===== config.mk =====
export PLATFORM = sky130hd
export DESIGN_NAME = keypad_scanner_flat
export DESIGN_NICKNAME = d
export VERILOG_FILES = /design/src/rtl/keypad_pkg.sv /design/src/rtl/keypad_if.sv /design/src/rtl/keypad_sync.sv /design/src/rtl/keypad_scanner.sv /design/src/flat_wrapper.sv
export SDC_FILE = /design/constraint.sdc
export NUM_CORES = 1
export LEC_CHECK = 0
export CAP_MARGIN = 20
export CORE_AREA = 2 2 81 83
export CTS_BUF_LIST = sky130_fd_sc_hd__clkbuf_16
export CTS_CLUSTER_SIZE = 12
export DETAILED_ROUTE_END_ITERATION = 12
export DIE_AREA = 0 0 83 85
export PLACE_DENSITY = 0.84
export SYNTH_ARGS = -nofsm -noshare
export SYNTH_HDL_FRONTEND = slang
export SYNTH_SLANG_ARGS = --single-unit

===== constraint.sdc =====
create_clock -name clk -period 3.5 [get_ports clk]
set_input_delay 0.875 -clock clk [delete_from_list [all_inputs] [get_ports clk]]
set_output_delay 0.875 -clock clk [all_outputs]
set_load 0.05 [all_outputs]

===== src/rtl/keypad_pkg.sv =====
// Shared state codes, idle/reset patterns and index helpers for the 4x4 keypad scanner.
package keypad_pkg;

   typedef logic [1:0] state_t;

   localparam state_t SCAN     = 2'd0;
   localparam state_t DEBOUNCE = 2'd1;
   localparam state_t PRESSED  = 2'd2;
   localparam state_t RELEASE  = 2'd3;

   localparam logic [3:0] COL_RESET = 4'b1110;
   localparam logic [3:0] ROWS_IDLE = 4'b1111;

   function automatic logic [15:0] onehot_of(input logic [1:0] row, input logic [1:0] col);
      onehot_of = 16'h0001 << {row, col};
   endfunction

   function automatic logic single_low(input logic [3:0] v);
      single_low = (v == 4'b1110) || (v == 4'b1101) || (v == 4'b1011) || (v == 4'b0111);
   endfunction

   function automatic logic [1:0] low_index(input logic [3:0] v);
      case (v)
         4'b1101: low_index = 2'd1;
         4'b1011: low_index = 2'd2;
         4'b0111: low_index = 2'd3;
         default: low_index = 2'd0;
      endcase
   endfunction

endpackage


===== src/rtl/keypad_if.sv =====
// Keypad matrix pins plus the decoded key outputs seen by the downstream encoder.
interface keypad_if;

   logic [3:0]  row_n;
   logic [3:0]  col_n;
   logic [15:0] onehot;
   logic        key_valid;
   logic        key_held;

   modport master (input row_n, output col_n, onehot, key_valid, key_held);
   modport slave  (output row_n, input col_n, onehot, key_valid, key_held);

endinterface


===== src/rtl/keypad_sync.sv =====
// 4-bit two-flop synchronizer for the asynchronous row inputs; resets to idle (all 1s).
module keypad_sync (
   input  logic       clk,
   input  logic       rst_n,
   input  logic [3:0] d,
   output logic [3:0] q
);

   logic [3:0] meta;
   logic [3:0] stable;

   always_ff @(posedge clk or negedge rst_n) begin
      if (!rst_n) begin
         meta   <= 4'b1111;
         stable <= 4'b1111;
      end else begin
         meta   <= d;
         stable <= meta;
      end
   end

   assign q = stable;

endmodule


===== src/rtl/keypad_scanner.sv =====
// 4x4 keypad scanner with press/release debounce and a registered one-hot key code.
// Define KEYPAD_REPEAT_EN to re-strobe key_valid every REPEAT_CYC clocks while a key is held.
module keypad_scanner
   import keypad_pkg::*;
#(
   parameter int SCAN_DIV     = 1000,
   parameter int DEBOUNCE_CYC = 200000,
   parameter int REPEAT_CYC   = 25000000
) (
   input  logic     clk,
   input  logic     rst_n,
   keypad_if.master bus
);

   localparam int DIV_W = $clog2(SCAN_DIV);
   localparam int DEB_W = $clog2(DEBOUNCE_CYC);
   localparam logic [DIV_W-1:0] DIV_LAST = DIV_W'(SCAN_DIV - 1);
   localparam logic [DEB_W-1:0] DEB_LAST = DEB_W'(DEBOUNCE_CYC - 1);

   state_t           state;
   logic [DIV_W-1:0] div_cnt;
   logic [DEB_W-1:0] deb_cnt;
   logic [3:0]       rows;
   logic [3:0]       col_q;
   logic [3:0]       row_cap;
   logic [1:0]       row_idx;
   logic [1:0]       col_idx;
   logic [15:0]      onehot_q;
   logic             valid_q;
   logic             held_q;
   logic             rep_fire;

   keypad_sync u_sync (
      .clk   (clk),
      .rst_n (rst_n),
      .d     (bus.row_n),
      .q     (rows)
   );

`ifdef KEYPAD_REPEAT_EN
   localparam int REP_W = $clog2(REPEAT_CYC);
   localparam logic [REP_W-1:0] REP_LAST = REP_W'(REPEAT_CYC - 1);

   logic [REP_W-1:0] rep_cnt;

   // Any state other than PRESSED holds the counter at zero, so entering PRESSED
   // (fresh press or a release bounce) always starts a full repeat interval.
   assign rep_fire = (state == PRESSED) && (rows != ROWS_IDLE) && (rep_cnt == REP_LAST);

   always_ff @(posedge clk or negedge rst_n) begin
      if (!rst_n) begin
         rep_cnt <= '0;
      end else if (state != PRESSED || rep_fire) begin
         rep_cnt <= '0;
      end else begin
         rep_cnt <= rep_cnt + 1'b1;
      end
   end
`else
   assign rep_fire = 1'b0;
`endif

   always_ff @(posedge clk or negedge rst_n) begin
      if (!rst_n) begin
         state    <= SCAN;
         div_cnt  <= '0;
         deb_cnt  <= '0;
         col_q    <= COL_RESET;
         row_cap  <= ROWS_IDLE;
         row_idx  <= '0;
         col_idx  <= '0;
         onehot_q <= '0;
         valid_q  <= 1'b0;
         held_q   <= 1'b0;
      end else begin
         valid_q <= rep_fire;
         case (state)
            SCAN: begin
               if (div_cnt == DIV_LAST) begin
                  div_cnt <= '0;
                  // Ghosting (several rows low) is treated like no key and scanning moves on.
                  if (single_low(rows)) begin
                     row_cap <= rows;
                     row_idx <= low_index(rows);
                     col_idx <= low_index(col_q);
                     deb_cnt <= '0;
                     state   <= DEBOUNCE;
                  end else begin
                     col_q <= {col_q[2:0], col_q[3]};
                  end
               end else begin
                  div_cnt <= div_cnt + 1'b1;
               end
            end
            DEBOUNCE: begin
               if (rows != row_cap) begin
                  deb_cnt <= '0;
                  state   <= SCAN;
               end else if (deb_cnt == DEB_LAST) begin
                  onehot_q <= onehot_of(row_idx, col_idx);
                  valid_q  <= 1'b1;
                  held_q   <= 1'b1;
                  deb_cnt  <= '0;
                  state    <= PRESSED;
               end else begin
                  deb_cnt <= deb_cnt + 1'b1;
               end
            end
            PRESSED: begin
               if (rows == ROWS_IDLE) begin
                  deb_cnt <= '0;
                  state   <= RELEASE;
               end
            end
            RELEASE: begin
               if (rows != ROWS_IDLE) begin
                  deb_cnt <= '0;
                  state   <= PRESSED;
               end else if (deb_cnt == DEB_LAST) begin
                  held_q  <= 1'b0;
                  col_q   <= {col_q[2:0], col_q[3]};
                  deb_cnt <= '0;
                  state   <= SCAN;
               end else begin
                  deb_cnt <= deb_cnt + 1'b1;
               end
            end
            default: state <= SCAN;
         endcase
      end
   end

   assign bus.col_n     = col_q;
   assign bus.onehot    = onehot_q;
   assign bus.key_valid = valid_q;
   assign bus.key_held  = held_q;

endmodule

===== src/flat_wrapper.sv =====
// flat-port wrapper written by rule: the top's interface ports become plain ports
module keypad_scanner_flat import keypad_pkg::*;
#(
   parameter int SCAN_DIV     = 1000,
   parameter int DEBOUNCE_CYC = 200000,
   parameter int REPEAT_CYC   = 25000000
)
  (clk, rst_n, bus_row_n, bus_col_n, bus_onehot, bus_key_valid, bus_key_held);
  keypad_if bus_i ();
  input  logic clk;
  input  logic rst_n;
  input wire logic [$bits(bus_i.row_n)-1:0] bus_row_n;
  output wire logic [$bits(bus_i.col_n)-1:0] bus_col_n;
  output wire logic [$bits(bus_i.onehot)-1:0] bus_onehot;
  output wire logic [$bits(bus_i.key_valid)-1:0] bus_key_valid;
  output wire logic [$bits(bus_i.key_held)-1:0] bus_key_held;
  assign bus_i.row_n = bus_row_n;
  assign bus_col_n = bus_i.col_n;
  assign bus_onehot = bus_i.onehot;
  assign bus_key_valid = bus_i.key_valid;
  assign bus_key_held = bus_i.key_held;
  keypad_scanner #(.SCAN_DIV(SCAN_DIV), .DEBOUNCE_CYC(DEBOUNCE_CYC), .REPEAT_CYC(REPEAT_CYC)) u_core (.clk(clk), .rst_n(rst_n), .bus(bus_i));
endmodule

==> results of run 1 <==
## worst reg2reg max path, stage by stage (launching register included)
cell and delay [ns]:
dfrtp_1 0.42, or4b_1 0.53, or4_4 0.45, nor4_4 0.33, nand2b_1 0.52, nand2_1 0.20, o21ai_0 0.13
## final cells by class
type | count | area [sq um] | area share (%)
clock buffers | 10 | 250 | 6.36
repair buffers | 31 | 308 | 7.82
clock inverters | 6 | 37.5 | 0.954
multi-input cells | 251 | 1480 | 37.6
well taps | 77 | 96.3 | 2.45
flip-flops and latches | 68 | 1720 | 43.7
inverters | 11 | 41.3 | 1.05
## path summary, 6_finish.rpt
kind | startpoint | endpoint | slack (ns)
worst max-delay path | u_core.deb_cnt[13]$_DFFE_PN0P_ | u_core.bus.onehot[5]$_DFFE_PN0P_ | 0.77
min in group asynchronous | rst_n | u_core.div_cnt[8]$_DFFE_PN0P_ | 0.59
worst max register to register | u_core.deb_cnt[13]$_DFFE_PN0P_ | u_core.bus.onehot[5]$_DFFE_PN0P_ | 0.77
max in group asynchronous | rst_n | u_core.bus.key_valid$_DFF_PN0_ | 2.28
worst min-delay path | u_core.u_sync.meta[1]$_DFF_PN1_ | u_core.u_sync.q[1]$_DFF_PN1_ | 0.35
worst min register to register | u_core.u_sync.meta[1]$_DFF_PN1_ | u_core.u_sync.q[1]$_DFF_PN1_ | 0.35
## layout by cell type, fill, tap and decap left out, types with 7 or more instances in the layout
cell type	instances
nor3_1	7
a21oi_1	7
nand2_1	56
clkdlybuf4s50_1	26
xnor2_1	14
o21ai_0	29
dfstp_2	15
nor2_1	23
clkbuf_16	10
inv_1	12
dfrtp_1	53
nand3_1	30
nand4_1	8
## report_power, final
group          leakage (nW)  internal (mW)  total (mW)  switching (mW)
Sequential            0.883          0.796       0.803         0.00753
Clock                 0.149          0.520       0.862           0.342
Combinational         0.627         0.0109      0.0306          0.0196
Total                  1.66           1.33        1.70           0.370
## registers in the layout, summed over array words and instances (netlist names)
register              flops
u_core.row_cap            4
u_core.bus.col_n          4
u_core.bus.key_held       1
u_core.bus.onehot        16
u_core.bus.key_valid      1
u_core.div_cnt           10
u_core.col_idx            2
u_core.deb_cnt           18
u_core.state              2
u_core.u_sync.meta        4
u_core.row_idx            2
u_core.u_sync.q           4
## kinds of logic after synthesis
family / count (synthesis) / synth area share [%]
xor+xnor: 19 / 5.04
flops: 68 / 52.1
buf+inv: 25 / 3.03
fa+ha+maj: 6 / 2.27
compound gates: 58 / 10.6
mux: 8 / 2.69
simple gates: 160 / 24.3
## per-stage QoR
step	total power [mW]	utilization [%]
floorplan	0.823	-
CTS	1.70	63.4
finish	1.70	63.4
detailed placement	0.848	58.8
global route	1.74	63.4
global placement	0.847	58.8
## layer usage
metal  global-route usage (%)  part of all wire [%]  vias to the layer above
met3                     6.03                   4.6                       15
met4                     8.35                   2.1                        0
met1                     26.6                    45                     1264
met2                     33.9                    48                       70
met5                        0                     0                        -
li1                         -                     -                     1273
==> run summary, run 1 <==
outcome = finished clean
WL final = 6.73 mm
# diodes = 0
CTS Buf Count = 9
Worst path top cell family by delay = simple AND/OR/NAND/NOR gates
CTS tree = built
max_cap viols = 0
Filler cells = 488
fin crit share = 77.9%
Core Box Area = 0.00620 sq mm
PD cells = 431 mW/mm^2
Synth cell types = 49
Mapped Avg Cell Area = 9.60 sq um
clock-pin slew on the worst setup and hold paths = 0.06 ns
Yosys warnings = 0
routability cong. = 0.898
Worst setup EP type = flop
largest net degree at the start of global routing = 38
initial antenna violation count = 0
Cell Area, Synth = 0.00330 sq mm
worst min path class = reg2reg
Core Rows = 29
GRT Total Usage = 20.9%
maximum fanout along the worst path = 24
drt wl/cell = 14.8 um
Die X = 83 um
CP max-delay cell = or4b_1
# IOs = 28
DP Area = 0.00365 sq mm
Leakage = 1.66 nW
CTS Sinks = 68
Post-Syn Instances = 344
count leader, synth = nand2_1
CTS Hold Bufs = 0
Max IR drop VDD = 0.509 mV
Worst Slack Setup Final = 0.774 ns
max incr delay on CP = 0.53 ns
worst slew pin tran = 0.773 ns
worst-skew pair later-pin latency = 0.33 ns
Min Hold Slack = 0.354 ns
Placed Cells = 438
largest cells by area after synthesis = dfrtp_1 (40%), dfstp_2 (12%), nand2_1 (6.4%)
hold path depth = 0
critical path cell sequence = or4b_1 > or4_4 > nor4_4 > nand2b_1 > nand2_1 > o21ai_0
Port Buf Inserts = 27
vias in the first global route = 2621
post-synth net total = 356
fmax = 0.367 GHz
die height = 85 um
pre-CTS worst setup slack = 0.804 ns
Finished Cell Area = 0.00394 sq mm
RSZ-0062 raised after global routing = no
Final #Nets = 384
post-route ant nets = 0
die area = 0.00706 sq mm
setup TNS = 0 ns
Critical Path RT = 3.67 ns
Finished Layout Cells = 454
final hold vios = 0
Post-synth EDFFs = 0
first-pass GRT wire length = 11.9 mm
drt pass-1 iters = 4
initial core utilization = 53.2%
critical path type = reg2reg
Vias/cell = 5.78
iteration-0 DRC count of the detailed router = 195
min cycle time layout = 2.73 ns
Yosys top cell area share = 40.2%
post-CTS sizing = 0
GRT overflow = 0
post-synthesis async set-or-reset flop share = 100%
Worst Skew = 0.00836 ns
number of remaining DRC errors = 0
# H-tree levels = 3
most frequent cells after synthesis = nand2_1 (56), dfrtp_1 (53), nand3_1 (30)
Max Root-Sink Buffers = 2
ys flop type = dfrtp_1
Root Buffer = clkbuf_16
count of pins over their slew limit = 0
via count = 2622
slew margin rel. = 48.4%
sequential fraction of the synthesis area = 52.1%
register bit count reported by yosys = 68
# setup viols final = 0
# Post-CTS Setup Buffers = 0
area delta synth->final = 19.2%
worst endpoint data arrival time = 2.90 ns
reg2reg path depth = 6
cell accounting for the most synthesized area = dfrtp_1
share of layout cells above drive strength 1 = 11.1%
instance count on the critical path = 6
WP buf/inv = 0
startpoint types = flop
DPL Wire Length = 4.56 mm
Note: power is estimated with default switching activity, not from simulation.
==> run 2, diff against run 1 <==
==> constraint.sdc (replaced) <==
create_clock -name clk -period 2.85 [get_ports clk]
set_input_delay 0.7125 -clock clk [delete_from_list [all_inputs] [get_ports clk]]
set_output_delay 0.7125 -clock clk [all_outputs]
set_load 0.05 [all_outputs]
==> run 2 against run 1 <==
Against the previous run:
- die area did not move
- fmax rose by 4.8%
- sequential share of layout area fell by 0.34 points
- routed wire length rose by 3.2%
- worst setup slack got worse by 0.53 ns
- final area rose by 0.79%
- largest cell class unchanged
==> run summary, run 2 (same netlist as run 1, synthesis figures left out) <==
number of remaining DRC errors = 0 (unchanged)
critical path type = reg2reg
outcome = finished clean
FF-to-FF Start = u_core.deb_cnt[13]$_DFFE_PN0P_
metal2 WL = 3.51 mm (+7.7%)
maximum fanout along the worst path = 12 (-50%)
# IOs = 28 (unchanged)
CTS Sinks = 68 (unchanged)
PD cells = 529 mW/mm^2 (+23%)
share of layout cells above drive strength 1 = 12.1% (+0.96 points)
count of pins over their slew limit = 0 (unchanged)
Port Buf Inserts = 27 (unchanged)
met3 wire length = 352 um (+14%)
drt wl/cell = 15.2 um (+2.5%)
fmax = 0.384 GHz (+4.8%)
Core Box Area = 0.00620 sq mm (unchanged)
Die X = 83 um (unchanged)
post-CTS sizing = 0 (unchanged)
die area = 0.00706 sq mm (unchanged)
DR top layer = met4
final hold vios = 0 (unchanged)
drt pass-1 iters = 5 (+1)
# setup viols final = 0 (unchanged)
Max Root-Sink Buffers = 2 (unchanged)
slew margin rel. = 65.7% (+17 points)
WL final = 6.95 mm (+3.2%)
clock-pin slew on the worst setup and hold paths = 0.06 ns (about the same)
via count = 2676 (+2.1%)
Max IR drop VDD = 0.561 mV (+10%)
Vias/cell = 5.86 (+1.4%)
GRT Total Usage = 21.1% (+0.19 points)
startpoint types = flop
Top reg by flops = u_core.deb_cnt
CTS Hold Bufs = 0 (unchanged)
Placed Cells = 441 (+0.68%)
DP Area = 0.00367 sq mm (+0.62%)
RSZ-0062 raised after global routing = no
area delta synth->final = 20.1%
setup TNS = 0 ns (unchanged)
largest net degree at the start of global routing = 69 (+82%)
Final #Nets = 387 (+0.78%)
Critical Path RT = 3.06 ns (-0.61 ns)
# diodes = 0 (unchanged)
Core Rows = 29 (unchanged)
fin crit share = 91.3% (+13 points)
max reg flops = 18 (unchanged)
Worst Skew = 0.00518 ns (-0.00318 ns)
worst slew pin tran = 0.512 ns (-0.261 ns)
critical path cell sequence = or4b_1 > or4_4 > or4_1 > a21oi_1 > buf_4 > o22a_1 > o32ai_1
Finished Layout Cells = 457 (+0.66%)
Critical path origin = u_core.deb_cnt[13]$_DFFE_PN0P_
Leakage = 1.66 nW (+0.29%)
post-route ant nets = 0 (unchanged)
worst endpoint data arrival time = 2.81 ns (-0.09 ns)
first-pass GRT wire length = 12.0 mm (+0.64%)
# Post-CTS Setup Buffers = 0 (unchanged)
Metal-1 WL = 3.01 mm (-0.56%)
GRT overflow = 0 (unchanged)
iteration-0 DRC count of the detailed router = 241 (+24%)
max incr delay on CP = 0.53 ns (about the same)
CTS Buf Count = 9 (unchanged)
die height = 85 um (unchanged)
commonest non-fill, non-tap cell in the layout = nand2_1
reg2reg path depth = 7 (+1)
Root Buffer = clkbuf_16
Finished Cell Area = 0.00397 sq mm (+0.79%)
most frequent cells in the layout = nand2_1 (56), dfrtp_1 (53), nand3_1 (30)
Filler cells = 493 (+1.0%)
vias in the first global route = 2635 (+0.53%)
DPL Wire Length = 4.62 mm (+1.2%)
min cycle time layout = 2.60 ns (-0.125 ns)
Setup crit end = u_core.deb_cnt[12]$_DFFE_PN0P_
CP max-delay cell = or4b_1
initial core utilization = 53.2% (unchanged)
worst min path class = reg2reg
# H-tree levels = 3 (unchanged)
CTS tree = built
routability cong. = 0.911 (+1.5%)
worst-skew pair later-pin latency = 0.33 ns (about the same)
Crit Reg-Reg Endpoint = u_core.deb_cnt[12]$_DFFE_PN0P_
FF-to-FF setup slack = 0.25 ns (-0.53 ns)
Worst setup EP type = flop
max_cap viols = 0 (unchanged)
initial antenna violation count = 0 (unchanged)
-- run 2: worst min path at each step --
| stage | cells past startpoint | end | slack (ns) | from |
|---|---|---|---|---|
| final | 0 | u_core.u_sync.q[2]$_DFF_PN1_ | 0.35 | u_core.u_sync.meta[2]$_DFF_PN1_ |
| after global routing | 0 | u_core.u_sync.q[2]$_DFF_PN1_ | 0.36 | u_core.u_sync.meta[2]$_DFF_PN1_ |
| after floorplan | 0 | u_core.u_sync.q[0]$_DFF_PN1_ | 0.35 | u_core.u_sync.meta[0]$_DFF_PN1_ |
| after CTS | 0 | u_core.u_sync.q[2]$_DFF_PN1_ | 0.36 | u_core.u_sync.meta[2]$_DFF_PN1_ |
| after global placement | 0 | u_core.u_sync.q[3]$_DFF_PN1_ | 0.35 | u_core.u_sync.meta[3]$_DFF_PN1_ |
| after detailed placement | 0 | u_core.u_sync.q[2]$_DFF_PN1_ | 0.35 | u_core.u_sync.meta[2]$_DFF_PN1_ |
-- run 2: per-layer routing --
layer	up-vias	track usage, %
li1	1275	-
met2	91	34.9
met4	0	7.15
met3	15	7.30
met1	1295	26.1
met5	-	0
-- run 2: per-stage QoR --
stage	utilization, %	setup WS, ns	power (mW)	hold slack [ns]
2_1_floorplan	-	0.382	1.01	0.345
3_3_place_gp	59.1	0.325	1.04	0.346
3_5_place_dp	59.1	0.261	1.04	0.347
4_1_cts	63.9	0.251	2.12	0.356
5_1_grt	63.9	0.144	2.16	0.358
6_report	63.9	0.249	2.10	0.355
-- run 2: where the power goes --
| group | total, mW | internal (mW) | leakage [nW] | switching (mW) |
|---|---|---|---|---|
| clock network | 1.07 | 0.645 | 0.140 | 0.430 |
| registers | 0.987 | 0.977 | 0.883 | 0.00955 |
| logic | 0.0376 | 0.0136 | 0.640 | 0.0241 |
| total | 2.10 | 1.64 | 1.66 | 0.463 |
-- run 2: cell type report --
type                            instances  area (sq um)  area share (%)
Clock buffer                           10           250            6.31
Tap cell                               77          96.3            2.43
Clock inverter                          6          46.3            1.17
Multi-Input combinational cell        251          1480            37.4
Timing Repair Buffer                   34           330            8.33
Sequential cell                        68          1720            43.4
Inverter                               11          41.3            1.04
-- run 2: worst max-delay path, delay by kind of cell, from the launching register on --
kind / cells / cell delay (ns)
AO/OA/AOI/OAI: 3 / 0.40
buffers and inverters: 1 / 0.20
flip-flops: 1 / 0.43
AND/OR/NAND/NOR: 3 / 1.45
